File: src/rtl/rx_word_pkg.sv
// rtl/rx_word_pkg.sv - shared types, characters and hex decode for rx_word
// Optional feature macro: RX_WORD_LOWERCASE_EN (accept 'a'-'f' as hex digits).
package rx_word_pkg;

  typedef enum logic [1:0] {
    UART_IDLE,
    UART_START,
    UART_DATA,
    UART_STOP
  } uart_state_t;

  localparam logic [7:0] CHAR_CR = 8'h0d;
  localparam logic [7:0] CHAR_LF = 8'h0a;

`ifdef RX_WORD_LOWERCASE_EN
  localparam bit LOWERCASE_EN = 1'b1;
`else
  localparam bit LOWERCASE_EN = 1'b0;
`endif

  typedef struct packed {
    logic       is_hex;
    logic [3:0] nibble;
  } hex_t;

  function automatic hex_t hex_decode(input logic [7:0] c);
    hex_t r;
    r.is_hex = 1'b0;
    r.nibble = 4'h0;
    if (c >= 8'h30 && c <= 8'h39) begin
      r.is_hex = 1'b1;
      r.nibble = c[3:0];
    end else if (c >= 8'h41 && c <= 8'h46) begin
      r.is_hex = 1'b1;
      r.nibble = c[3:0] + 4'd9;
    end else if (LOWERCASE_EN && c >= 8'h61 && c <= 8'h66) begin
      r.is_hex = 1'b1;
      r.nibble = c[3:0] + 4'd9;
    end
    return r;
  endfunction

endpackage

File: src/rtl/rx_word_if.sv
// rtl/rx_word_if.sv - UART line, enable and received-word outputs of rx_word
interface rx_word_if #(
  parameter int RESOLUTION = 32
);
  logic                  RX;
  logic                  enable;
  logic [RESOLUTION-1:0] rx_data;
  logic                  valid;
  logic                  err;

  modport master (
    output RX,
    output enable,
    input  rx_data,
    input  valid,
    input  err
  );

  modport slave (
    input  RX,
    input  enable,
    output rx_data,
    output valid,
    output err
  );
endinterface

File: src/rtl/uart_rx.sv
// rtl/uart_rx.sv - 8N1 UART byte receiver, bit period 2**SHIFT clocks
module uart_rx
  import rx_word_pkg::*;
#(
  parameter int SHIFT = 4
) (
  input  logic       clk,
  input  logic       rst,
  input  logic       RX,
  input  logic       enable,
  output logic [7:0] data,
  output logic       strobe,
  output logic       frame_err
);

  localparam int HALF_I = 1 << (SHIFT - 1);
  localparam logic [SHIFT-1:0] HALF = HALF_I[SHIFT-1:0];
  localparam logic [SHIFT-1:0] LAST = '1;

  logic              rx_meta;
  logic              line;
  uart_state_t       state;
  logic              armed;
  logic [SHIFT-1:0]  tick;
  logic [2:0]        bit_idx;
  logic [7:0]        shreg;

  // Synchroniser resets low so a line still low at release cannot arm the receiver.
  always_ff @(posedge clk) begin
    if (rst) begin
      rx_meta <= 1'b0;
      line    <= 1'b0;
    end else begin
      rx_meta <= RX;
      line    <= rx_meta;
    end
  end

  always_ff @(posedge clk) begin
    if (rst) begin
      state     <= UART_IDLE;
      armed     <= 1'b0;
      tick      <= '0;
      bit_idx   <= '0;
      shreg     <= '0;
      data      <= '0;
      strobe    <= 1'b0;
      frame_err <= 1'b0;
    end else if (!enable) begin
      state     <= UART_IDLE;
      armed     <= 1'b0;
      tick      <= '0;
      strobe    <= 1'b0;
      frame_err <= 1'b0;
    end else begin
      strobe    <= 1'b0;
      frame_err <= 1'b0;
      case (state)
        UART_IDLE: begin
          tick <= '0;
          if (!armed) begin
            armed <= line;
          end else if (!line) begin
            state <= UART_START;
          end
        end
        UART_START: begin
          tick <= tick + 1'b1;
          if (tick == HALF) begin
            tick    <= '0;
            bit_idx <= '0;
            state   <= line ? UART_IDLE : UART_DATA;
          end
        end
        UART_DATA: begin
          tick <= tick + 1'b1;
          if (tick == LAST) begin
            shreg   <= {line, shreg[7:1]};
            bit_idx <= bit_idx + 1'b1;
            if (bit_idx == 3'd7) state <= UART_STOP;
          end
        end
        UART_STOP: begin
          tick <= tick + 1'b1;
          if (tick == LAST) begin
            state <= UART_IDLE;
            if (line) begin
              data   <= shreg;
              strobe <= 1'b1;
            end else begin
              frame_err <= 1'b1;
              armed     <= 1'b0;
            end
          end
        end
        default: state <= UART_IDLE;
      endcase
    end
  end

endmodule

File: src/rtl/rx_word.sv
// rtl/rx_word.sv - UART hex-word receiver: CR-terminated ASCII hex to a parallel word
// Lowercase hex digits are accepted only when RX_WORD_LOWERCASE_EN is defined.
module rx_word
  import rx_word_pkg::*;
#(
  parameter int SHIFT         = 4,
  parameter int RESOLUTION    = 32,
  parameter int TOTAL_NIBBLES = RESOLUTION / 4
) (
  input logic        clk,
  input logic        rst,
  rx_word_if.slave   bus
);

  localparam int CW = $clog2(TOTAL_NIBBLES + 1);
  localparam logic [CW-1:0] FULL = CW'(TOTAL_NIBBLES);

  logic [7:0]            data;
  logic                  strobe;
  logic                  frame_err;
  logic [RESOLUTION-1:0] shreg;
  logic [CW-1:0]         count;
  logic                  overflow;
  hex_t                  hx;

  uart_rx #(.SHIFT(SHIFT)) u_uart_rx (
    .clk       (clk),
    .rst       (rst),
    .RX        (bus.RX),
    .enable    (bus.enable),
    .data      (data),
    .strobe    (strobe),
    .frame_err (frame_err)
  );

  assign hx = hex_decode(data);

  always_ff @(posedge clk) begin
    if (rst) begin
      shreg       <= '0;
      count       <= '0;
      overflow    <= 1'b0;
      bus.rx_data <= '0;
      bus.valid   <= 1'b0;
      bus.err     <= 1'b0;
    end else begin
      bus.valid <= 1'b0;
      bus.err   <= 1'b0;
      if (!bus.enable) begin
        count    <= '0;
        overflow <= 1'b0;
      end else if (frame_err) begin
        count    <= '0;
        overflow <= 1'b0;
        bus.err  <= 1'b1;
      end else if (strobe) begin
        if (hx.is_hex) begin
          if (count == FULL) begin
            overflow <= 1'b1;
          end else begin
            shreg <= (shreg << 4) | RESOLUTION'(hx.nibble);
            count <= count + 1'b1;
          end
        end else if (data == CHAR_CR) begin
          if (count == FULL && !overflow) begin
            bus.rx_data <= shreg;
            bus.valid   <= 1'b1;
          end else begin
            bus.err <= 1'b1;
          end
          count    <= '0;
          overflow <= 1'b0;
        end else if (data != CHAR_LF) begin
          bus.err  <= 1'b1;
          count    <= '0;
          overflow <= 1'b0;
        end
      end
    end
  end

endmodule
File: src/flat_wrapper.sv
// flat-port wrapper written by rule: the top's interface ports become plain ports
module rx_word_flat import rx_word_pkg::*;
#(
  parameter int SHIFT         = 4,
  parameter int RESOLUTION    = 32,
  parameter int TOTAL_NIBBLES = RESOLUTION / 4
)
  (clk, rst, bus_RX, bus_enable, bus_rx_data, bus_valid, bus_err);
  rx_word_if #(.RESOLUTION(RESOLUTION)) bus_i ();
  input logic clk;
  input logic rst;
  input wire logic [$bits(bus_i.RX)-1:0] bus_RX;
  input wire logic [$bits(bus_i.enable)-1:0] bus_enable;
  output wire logic [$bits(bus_i.rx_data)-1:0] bus_rx_data;
  output wire logic [$bits(bus_i.valid)-1:0] bus_valid;
  output wire logic [$bits(bus_i.err)-1:0] bus_err;
  assign bus_i.RX = bus_RX;
  assign bus_i.enable = bus_enable;
  assign bus_rx_data = bus_i.rx_data;
  assign bus_valid = bus_i.valid;
  assign bus_err = bus_i.err;
  rx_word #(.SHIFT(SHIFT), .RESOLUTION(RESOLUTION), .TOTAL_NIBBLES(TOTAL_NIBBLES)) u_core (.clk(clk), .rst(rst), .bus(bus_i));
endmodule
File: config.mk
export PLATFORM = sky130hd
export DESIGN_NAME = rx_word_flat
export DESIGN_NICKNAME = d
export VERILOG_FILES = /design/src/rtl/rx_word_pkg.sv /design/src/rtl/rx_word_if.sv /design/src/rtl/uart_rx.sv /design/src/rtl/rx_word.sv /design/src/flat_wrapper.sv
export SDC_FILE = /design/constraint.sdc
export NUM_CORES = 1
export LEC_CHECK = 0
export ABC_AREA = 1
export CORE_ASPECT_RATIO = 0.8
export CORE_MARGIN = 3
export CORE_UTILIZATION = 30
export CTS_CLUSTER_DIAMETER = 40
export CTS_CLUSTER_SIZE = 12
export DETAILED_ROUTE_END_ITERATION = 8
export MAX_ROUTING_LAYER = met4
export PLACE_DENSITY = 0.58
export SYNTH_ARGS = -nofsm -noshare
export SYNTH_HDL_FRONTEND = slang
export SYNTH_HIERARCHICAL = 1
export SYNTH_SLANG_ARGS = --single-unit
File: constraint.sdc
create_clock -name clk -period 2.19 [get_ports clk]
set_input_delay 0.219 -clock clk [delete_from_list [all_inputs] [get_ports clk]]
set_output_delay 0.219 -clock clk [all_outputs]
set_load 0.01 [all_outputs]
==> results of run 1 <==
registers in the layout (all words and copies together) (netlist names), 3 cells and up, named ones only:
signal,cells
u_core/u_uart_rx/tick,4
u_core/u_uart_rx/data,8
u_core/shreg,32
u_core/u_uart_rx/shreg,8
u_core/count,4
u_core/u_uart_rx/bit_idx,3
u_core/bus.rx_data,32
area by class of cell:
class,count,area (um^2)
Clock buffer,11,243
Clock inverter,5,33.8
Fill cell,1489,9200
Inverter,74,288
Multi-Input combinational cell,412,2010
Sequential cell,101,2020
Tap cell,184,230
Timing Repair Buffer,44,418
through the flow:
step                cell area, um^2  power, uW  util [%]
floorplan                      4470       1920         -
global placement               4970       1950      34.4
detailed placement             4970       1950      34.4
CTS                            5240       3450      36.3
global route                   5240       3510      36.3
finish                         5240       3380      36.3
worst min path at each step:
stage	start	to	slack, ns	depth (start not counted)
floorplan	rst	u_core/u_uart_rx/rx_meta$_SDFF_PP0_	0.29	1
global placement	u_core/u_uart_rx/rx_meta$_SDFF_PP0_	u_core/u_uart_rx/line$_SDFF_PP0_	0.39	2
detailed placement	u_core/u_uart_rx/rx_meta$_SDFF_PP0_	u_core/u_uart_rx/line$_SDFF_PP0_	0.41	2
CTS	rst	u_core/u_uart_rx/bit_idx[2]$_SDFFE_PP0P_	0.18	2
global route	rst	u_core/u_uart_rx/bit_idx[2]$_SDFFE_PP0P_	0.20	2
finish	rst	u_core/u_uart_rx/bit_idx[2]$_SDFFE_PP0P_	0.18	2
worst register-to-register path, delay by kind of cell, from the launching register on:
kind / cells / cell delay [ns]
fa+ha+maj: 1 / 0.24
compound gates: 1 / 0.09
simple gates: 7 / 1.03
buf+inv: 1 / 0.11
flops: 1 / 0.39
where the power goes:
group,internal [uW],switching (uW)
clock network,801,678
logic,16.8,46.7
registers,1840,2.34
total,2660,727
cell usage in the layout, fill, tap and decap left out, drive strengths merged:
cell type,instances
clkdlybuf4s50,36
inv,72
nand3,22
nand4,3
a21oi,39
nor3,5
xor2,2
xnor2,2
clkinvlp,2
nand2,169
clkbuf,11
nand3b,1
a211oi,2
o21ai,24
buf,8
nor4,2
dfxtp,101
nor2,131
clkinv,5
ha,10
metal layers:
metal / vias up / GRT usage, % / part of all wire [%]
met5: - / - / 0
met4: 0 / 3.80 / 1.2
met3: 10 / 4.45 / 4.8
met2: 48 / 19.0 / 45
met1: 1593 / 14.6 / 49
li1: 1926 / - / -
cell families after synthesis:
family                     count (synthesis)
AOI/OAI and AO/OA                         65
xor gates and xnor gates                   4
adders and majority gates                 10
buffers and inverters                     96
DFF                                      101
and+or+nand+nor                          333
==> results.md, run 1 <==
* Status: completed
* Via/cell ratio at 4.30
* Fmax at 507 MHz
* Worst skew pair latency at 0.35 ns
* Area fraction of the dominant cell type after synthesis at 45.2%
* Total CTS buffers at 9
* Slack of the critical path at 0.216 ns
* Total track usage at 12.1%
* RSZ-0062 raised after global routing: false
* Number of synthesized register bits at 101
* Cell family with most CP delay: simple AND/OR/NAND/NOR gates
* Die ar. at 16,400 um^2
* CP cell instances: inv_1, ha_1, nor2_1, o21ai_0, nand2_1, nand2_4, nor2_2, nand2_4, nor2_1, nor2_1
* Ports at 38
* Layout cells sized above 1 at 13.1%
* Min Tclk post-route at 1.97 ns
* Post-Syn Instances at 609
* Final Wtd Congestion at 0.769
* Vert. Die Dim at 115 um
* CTS Buffer Depth at 2
* Hold_buf cts at 0
* Leakage at 0.00224 uW
* CP max FO at 33
* Post-route ant nets at 0
* Post-Synth Adder-Cell Area at 2.80%
* Net count after synthesis at 623
* WL final at 8980 um
* Least-Margin Pin Slew at 0.468 ns
* Initial Utilization at 31.0%
* Setup_tns at 0 ns
* Mux contribution to synthesized area at 0%
* Top post-synthesis cells by area: dfxtp_1 (45%), nand2_1 (12%), nor2_1 (11%)
* Setup Buffers After CTS at 0
* Pin count of the biggest net entering global routing at 34
* Post-layout nets at 656
* Crit path depth at 10
* Via count at 3,577
* Worst hold path class: input port to register
* Crit path top cell by count: nor2_1
* Core area at 14,400 um^2
* Worst R2R End: u_core/bus.rx_data[17]$_SDFFE_PP0P_
* IO Port Bufs at 37
* Post-cts resize count at 0
* Vias in the first global route at 3,479
* TritonRoute pass-1 iters at 4
* Main combinational cell family by area after synthesis: simple AND/OR/NAND/NOR gates
* Yosys warning count at 6
* Worst Setup EP: u_core/bus.rx_data[17]$_SDFFE_PP0P_
* Congestion Overflow GR at 0
* Crit start category: register
* Final clock period utilization by the worst path at 90.1%
* Ant. Diodes at 0
* Delay of the slowest cell on the worst path at 0.39 ns
* Initial antenna violation count at 0
* Cell Pwr Density at 645 nW/um^2
* Synth-to-layout area growth at 17.2%
* Worst path buffer plus inverter count at 1
* H-tree depth at 3
* Post-synthesis cell area at 4470 um^2
* Die width at 143 um
* Post-Place Worst Slack at 0.260 ns
* Fin Hold WS at 0.176 ns
* Slew HR at 68.8%
* Slew Viols, Final at 0
* Number of DRC markers in iteration 0 at 204
* Synth Area in XOR/XNOR at 0.783%
* Critical Path RT at 2.42 ns
* CTS tree: yes
* Post-synth cell types at 33
* Setup Crit Path Kind: register to register
* Count leader, synth: nand2_1
* Fin cells at 831
* Simple-gate share of the synthesized area at 32.3%
* Total of max-cap violations at 0
* Post-synth EDFFs at 0
* Inst Count DP at 815
* Worst setup EP type: register
* Row cnt at 39
* Top post-synthesis cells by count: nand2_1 (146), nor2_1 (127), dfxtp_1 (101), inv_1 (66)
* VDD IR max at 0.000332 V
* Worst-path clk slew at 0.07 ns
* Asr flop ratio synth at 0%
* Primary FF master, synth: dfxtp_1
* Reg2Reg Launch Point: u_core/u_uart_rx/data[0]$_SDFFE_PP0P_
* Final-report setup violation count at 0
* Root Driver: clkbuf_16
* Synthesized area per cell at 7.34 um^2
* Setup slack, reg-to-reg at 0.22 ns
* First-pass GRT wire length at 15,800 um
* Final hold viol count at 0
* Area leader, netlist: dfxtp_1
* Residual DRC at 0
* Critical Path Slowest Stage Cell: dfxtp_1
* Compound-Gate Fraction of Synth Area at 9.07%
* Register area share after synthesis at 45.2%
* CP Launch Point: u_core/u_uart_rx/data[0]$_SDFFE_PP0P_
* Arrival @ worst endpoint at 2.21 ns
* DR WL/cell at 10.8 um
* DP Wirelength at 6300 um
* Clock skew at 0.0110 ns
* Sink Count at 101
* FF-to-FF path depth at 10
(Power assumes the default switching activity.)
==> inputs of run 2 (changes only) <==
Settings changed: HOLD_SLACK_MARGIN from default to 0.15.
==> results of run 2 <==
Same layout as run 1: the final DEF is identical, and so are final timing and power.
